===== src/rtl/bcd_countdown_pkg.sv =====
// Shared definitions for the two-digit BCD down-counter: FSM state encoding,
// the largest legal BCD digit, and a nibble validity helper.
package bcd_countdown_pkg;

  typedef enum logic [1:0] {
    ST_IDLE   = 2'd0,
    ST_RUN    = 2'd1,
    ST_PAUSED = 2'd2,
    ST_DONE   = 2'd3
  } state_t;

  localparam logic [3:0] BCD_MAX = 4'd9;

  function automatic logic is_bcd_byte(input logic [7:0] val);
    return (val[7:4] <= BCD_MAX) && (val[3:0] <= BCD_MAX);
  endfunction

endpackage


===== src/rtl/bcd_digit_dec.sv =====
// Single BCD digit decrementer; wraps 0 to 9 and raises borrow so digits can be chained.
module bcd_digit_dec
  import bcd_countdown_pkg::*;
(
  input  logic [3:0] digit,
  input  logic       en,
  output logic [3:0] next_digit,
  output logic       borrow
);

  assign borrow = en && (digit == 4'd0);

  always_comb begin
    next_digit = digit;
    if (en) begin
      next_digit = (digit == 4'd0) ? BCD_MAX : digit - 4'd1;
    end
  end

endmodule


===== src/rtl/bcd_countdown.sv =====
// Two-digit BCD down-counter (00-99) with load, start/pause control, a tick
// prescaler, and registered busy/done/err outputs for seven-segment driving.
module bcd_countdown
  import bcd_countdown_pkg::*;
#(
  parameter int TICK_DIV = 4
) (
  input  logic       clk,
  input  logic       rst,
  input  logic       load,
  input  logic [7:0] load_val,
  input  logic       start,
  input  logic       pause,
  output logic [3:0] tens,
  output logic [3:0] ones,
  output logic       busy,
  output logic       done,
  output logic       err
);

  localparam int PW = (TICK_DIV > 1) ? $clog2(TICK_DIV) : 1;
  localparam logic [PW-1:0] PRESC_LAST = PW'(TICK_DIV - 1);

  state_t          state, state_nx;
  logic [3:0]      tens_nx, ones_nx;
  logic [PW-1:0]   presc, presc_nx;
  logic            busy_nx, done_nx, err_nx;
  logic            tick, load_ok, at_one, at_zero;
  logic [3:0]      ones_dec, tens_dec;
  logic            ones_borrow, tens_borrow;

  assign tick    = (state == ST_RUN) && (presc == PRESC_LAST);
  assign load_ok = is_bcd_byte(load_val);
  assign at_one  = (tens == 4'd0) && (ones == 4'd1);
  assign at_zero = (tens == 4'd0) && (ones == 4'd0);

  bcd_digit_dec u_ones_dec (
    .digit      (ones),
    .en         (tick),
    .next_digit (ones_dec),
    .borrow     (ones_borrow)
  );

  bcd_digit_dec u_tens_dec (
    .digit      (tens),
    .en         (ones_borrow),
    .next_digit (tens_dec),
    .borrow     (tens_borrow)
  );

  always_ff @(posedge clk or posedge rst) begin
    if (rst) begin
      state <= ST_IDLE;
      tens  <= 4'd0;
      ones  <= 4'd0;
      presc <= '0;
      busy  <= 1'b0;
      done  <= 1'b0;
      err   <= 1'b0;
    end else begin
      state <= state_nx;
      tens  <= tens_nx;
      ones  <= ones_nx;
      presc <= presc_nx;
      busy  <= busy_nx;
      done  <= done_nx;
      err   <= err_nx;
    end
  end

  // A rejected load consumes the cycle: nothing else advances while it is asserted.
  always_comb begin
    state_nx = state;
    tens_nx  = tens;
    ones_nx  = ones;
    presc_nx = presc;
    if (load) begin
      if (load_ok) begin
        state_nx = ST_IDLE;
        tens_nx  = load_val[7:4];
        ones_nx  = load_val[3:0];
        presc_nx = '0;
      end
    end else begin
      unique case (state)
        ST_IDLE: begin
          if (start) begin
            state_nx = at_zero ? ST_DONE : ST_RUN;
            presc_nx = '0;
          end
        end
        ST_RUN: begin
          if (pause) begin
            state_nx = ST_PAUSED;
          end else if (tick) begin
            presc_nx = '0;
            if (!tens_borrow) begin
              tens_nx = tens_dec;
              ones_nx = ones_dec;
            end
            if (at_one || at_zero) begin
              state_nx = ST_DONE;
            end
          end else begin
            presc_nx = presc + PW'(1);
          end
        end
        ST_PAUSED: begin
          if (start) begin
            state_nx = ST_RUN;
          end
        end
        ST_DONE: ;
        default: state_nx = ST_IDLE;
      endcase
    end
  end

  always_comb begin
    busy_nx = (state_nx == ST_RUN) || (state_nx == ST_PAUSED);
    done_nx = (state_nx == ST_DONE) && (state != ST_DONE);
    err_nx  = load && !load_ok;
  end

endmodule


===== config.mk =====
export PLATFORM = sky130hd
export DESIGN_NAME = bcd_countdown
export DESIGN_NICKNAME = d
export VERILOG_FILES = /design/src/rtl/bcd_countdown_pkg.sv /design/src/rtl/bcd_digit_dec.sv /design/src/rtl/bcd_countdown.sv
export SDC_FILE = /design/constraint.sdc
export NUM_CORES = 1
export LEC_CHECK = 0
export CAP_MARGIN = 40
export CORE_MARGIN = 4
export CORE_UTILIZATION = 45
export DETAILED_ROUTE_END_ITERATION = 16
export PLACE_DENSITY = 0.87
export SLEW_MARGIN = 25
export SYNTH_ARGS = -nofsm -noshare
export SYNTH_HDL_FRONTEND = slang
export SYNTH_SLANG_ARGS = --single-unit

===== constraint.sdc =====
create_clock -name clk -period 4.35 [get_ports clk]
set_input_delay 1.0875 -clock clk [delete_from_list [all_inputs] [get_ports clk]]
set_output_delay 1.0875 -clock clk [all_outputs]
set_load 0.01 [all_outputs]

======== After elaboration in Yosys (flattened, before gate mapping) ========
Index checks and enable logic that the tools add are counted.
cells by class
  reduce and logical (&&, ||, !) cells .... 21
  order comparisons ....................... 2
  muxes and demuxes ....................... 30
  add/subtract/negate cells ............... 3
  eq/ne operators ......................... 13
operators by type and width
  kind                 number
  $mux 4               15
  $mux 2               13
  $eq 2x2->1 const B   4
  $le 4x4->1 const B   2
  $logic_and 1x1->1    8
  $logic_not 4->1      2
  $sub 4x1->4 const B  2
  $ne 2x2->1 const B   3
  $ne 3x3->1 const B   2
  $pmux 2 s3           1
  $reduce_and 6->1     1
  $reduce_bool 2->1    3
  $reduce_and 5->1     1
  $eq 2x1->1 const B   2
  $eq 4x1->1 const B   1
  $pmux 2 s2           1
  $reduce_and 4->1     1
  $reduce_bool 3->1    1
  $add 2x1->2 const B  1
  $logic_not 2->1      1
  $logic_or 1x1->1     2
  $ne 2x1->1 const B   1
  $logic_not 1->1      1
storage, ports and cells
  flip-flop bits (word level) ............. 15
  logic and storage cells ................. 76
  input port bits ......................... 13

======== Logic depth before layout (Yosys ltp) ========
  depth after elaboration ................. 10
  depth in mapped cells ................... 8
  mapped depth without buffers ............ 7

======== Modules after synthesis ========
Synthesis repeated with hierarchy kept, for this count alone.
unflattened totals
  cell total of the unflattened synthesis .. 107
  area total of the unflattened synthesis .. 1,028.5 um^2
by module, submodules not included
  module         area each (um^2)  cells an instance  instances
  bcd_countdown  870.8             85                 1
  bcd_digit_dec  78.8              11                 2

======== Worst setup path before layout ========
OpenSTA, ideal clock, no wires.
  path type ............................... input -> register
  from .................................... input load
  to ...................................... register tens[2]
  stages .................................. 6
  buffers on the path ..................... 2
  data arrival time ....................... 2.483 ns
  slack ................................... 1.742 ns
  cells stage by stage .................... buf_2 -> nand2b_1 -> or4_1 -> a2bb2o_4 -> buf_6 -> mux2_4
between the ends
  word-level cells in the longest chain between the ends .. 2
  elaborated cells between the ends (all ways) .. 8
  those cells by class .................... eq/ne (3); mux (1); reduce/logical (4)
RTL lines
  what                                                       RTL line             source
  start: declaration                                         bcd_countdown.sv:10  input logic load,
  $ne 2x2->1 (no source line), or another cell as far along  n/a
  $reduce_and 6->1 (no source line)                          n/a
  end signal: assignment                                     bcd_countdown.sv:62  tens <= tens_nx;
  end: declaration                                           bcd_countdown.sv:14  output logic [3:0] tens,
Several ways; a longest one is shown, not always the timed one.
A chain may end at the register's enable or synchronous reset.

======== Worst setup path after layout ========
Ends and elaborated chain as after synthesis.

==> impl_metrics.tcl <==
set metrics [dict create \
    outcome "completed" \
    async_flop_share_pct 100 \
    finalHoldViolCount 0 \
    holdCritStartpoint "presc[1]$_DFFE_PP0P_" \
    critPathLaunchType "input pin" \
    dr.pass1.iters 4 \
    gp_congestion 0.839 \
    diodes 0 \
    fin_nets 143 \
    ant_nets 0 \
    ys_types 30 \
    critPathSlowestCell "or4_1" \
    cp-end-kind "flip-flop" \
    cts.path.max_buffers 2 \
    synth_area_um2 896 \
    worstMarginPinSlew_ps 570 \
    critical_path_required_ps 4510 \
    syn-num-nets 119 \
    tritoncts "built" \
    critical_path_peak_fanout 28 \
    grt_pass1_vias 762 \
    maxSlewViolCount 0 \
    synth_commonest_cells "18 x o21ai_0, 15 x dfrtp_1, 11 x nor2_1" \
    p_per_area_mw_per_mm2 441 \
    total_power_uw 513 \
    r2r_start "ones[1]$_DFFE_PP0P_" \
    htree_levels 1 \
    grt_pass1_wl_mm 3.33 \
    synth_top_area_share_pct 41.9 \
    grt_start_max_net_pins 29 \
    clk_pin_slew_worst_paths_ps 90 \
    grtUsageTotal_pct 15.7 \
    min_to "presc[1]$_DFFE_PP0P_" \
    synth.top_cells.by_area "dfrtp_1 42%, o21ai_0 10%, nor2_1 4.6%" \
    cts_made_buffers 3 \
    regToRegSetupSlack_ps 2240 \
    die_x_um 52.6 \
    yosysMostFrequentCell "o21ai_0" \
    core_mm2 0.00180 \
    pin_count 24 \
    viasPerCell 5.58 \
    die_h_um 52.6 \
    drc 0 \
    synth-main-ff-cell "dfrtp_1" \
    path_cells "clkdlybuf4s50_1, buf_4, nand2b_1, or4_1, a2bb2o_4, mux2_4" \
    synth-edff-count 0 \
    overflow 0 \
    max_stage_delay_ps 490 \
    drt_wl_total_mm 1.98 \
    finalCriticalPeriod_ps 2770 \
    max_slew_margin_pct 62.0 \
    post-cts-setup-buffers 0 \
    routedWlPerCell_um 13.0 \
    die_area_mm2 0.00277 \
    io_buffers 23 \
    cts_root_buf "clkbuf_4" \
    fin_crit_sh_pct 63.8 \
    r2r-end "tens[2]$_DFFE_PP0P_" \
    areaGrowthSynthToFinish_pct 30.0 \
    antenna_found_initial 0 \
    rows 15 \
    initial_utilization_pct 49.7 \
    hold_path_class "reg -> reg" \
    leakagePower_uw 0.000482 \
    clock_skew_ps 6.32 \
    ys.warnings.count 0 \
    yosysTopAreaCell "dfrtp_1" \
    clk_latency_ps 280 \
    rsz0062_at_grt "no" \
    tns_ps 0 \
    reg2regPathDepth 4 \
    dr_total_vias 848 \
    peakVddDrop_mv 0.317 \
    dp_hpwl_mm 1.49 \
    syn_avg_cell_area_um2 8.61 \
    drt_iter0_markers 21 \
    ys_seq_area_share_pct 41.9 \
    min_path_cells 1 \
    ctsResizeCount 0 \
    ys_seq_elements 15 \
    drv_cap 0 \
    fmax_mhz 360 \
    hold_buffers 0 \
    clkSinkCount 15 \
    layout-drive-gt1-share_pct 7.09 \
    critical_path_class "in -> reg" \
    setup_viol 0 \
    hold_slack_ps 537 \
    netlist_instances 104 \
    worstPathArrival_ps 2940 \
]
==> area by class of cell <==
cell class / count / area (um2)
clock buffer: 3 / 22.5
tap: 25 / 31.3
multi-input combinational: 81 / 482
sequential: 15 / 375
timing repair buffer: 24 / 238
fill: 161 / 637
inverter: 3 / 11.3
clock inverter: 1 / 5.00
==> layout by cell type, fill, tap and decap left out <==
cell type / instances
and2_1: 3
nand2_1: 9
ha_1: 2
nand4_1: 1
a21boi_0: 2
o22a_2: 1
clkdlybuf4s50_1: 23
nor2_1: 11
mux2_4: 1
dfrtp_1: 15
or4_1: 3
nand3_1: 1
a2bb2o_4: 1
a41oi_1: 1
inv_1: 3
buf_4: 1
nand2b_1: 2
nor2b_1: 4
o31ai_1: 1
nor4_1: 2
o21ai_0: 18
a21oi_1: 7
a21boi_1: 1
a32o_1: 1
a21o_1: 1
a22oi_1: 3
a311oi_1: 1
clkbuf_4: 3
clkinv_2: 1
nor3_1: 3
or2_2: 1
==> power breakdown <==
group / internal [uW] / switching, uW
clock: 34.0 / 44.3
combinational: 117 / 95.2
sequential: 175 / 48.4
total: 325 / 188
==> critical path: cells and delay by family <==
| kind | cells | cell delay [ps] |
|---|---|---|
| AND/OR/NAND/NOR | 2 | 670 |
| buffers and inverters | 2 | 620 |
| AO/OA/AOI/OAI | 1 | 260 |
| multiplexers | 1 | 290 |
==> through the flow <==
stage	utilization [%]	std cells	area (um2)	setup WS (ps)
finish	64.7	152	1160	1580
detailed placement	63.1	148	1140	1300
global route	64.7	152	1160	1560
floorplan	-	104	896	1740
CTS	64.7	152	1160	1590
global placement	63.1	148	1140	1310
==> sequential cells by signal (all words and copies together), names as in the netlist <==
name,flops
busy,1
done,1
err,1
ones,4
presc,2
state,2
tens,4
==> worst max-delay path by stage <==
stage / from / to / cells past startpoint
5_1_grt: load / tens[2]$_DFFE_PP0P_ / 6
3_3_place_gp: load / tens[2]$_DFFE_PP0P_ / 6
6_report: load / tens[2]$_DFFE_PP0P_ / 6
2_1_floorplan: load / tens[2]$_DFFE_PP0P_ / 6
4_1_cts: load / tens[2]$_DFFE_PP0P_ / 6
3_5_place_dp: load / tens[2]$_DFFE_PP0P_ / 6
==> cell families (layout without fill, tap and decap cells) <==
logic type / Yosys count / in the layout / synth area share [%]
buffers and inverters: 8 / 31 / 4.33
AO/OA/AOI/OAI: 38 / 38 / 27.1
flip-flops: 15 / 15 / 41.9
multiplexers: 1 / 1 / 1.68
adder cells (fa/ha/maj): 2 / 2 / 2.79
AND/OR/NAND/NOR: 40 / 40 / 22.2
==> routing by layer <==
metal / global-route usage [%] / wire length [um]
met2: 27.9 / 939
met5: 0 / 0
met4: 1.70 / 0
met1: 19.8 / 935
met3: 3.70 / 101
No activity file was read; power rests on OpenSTA's default activity.
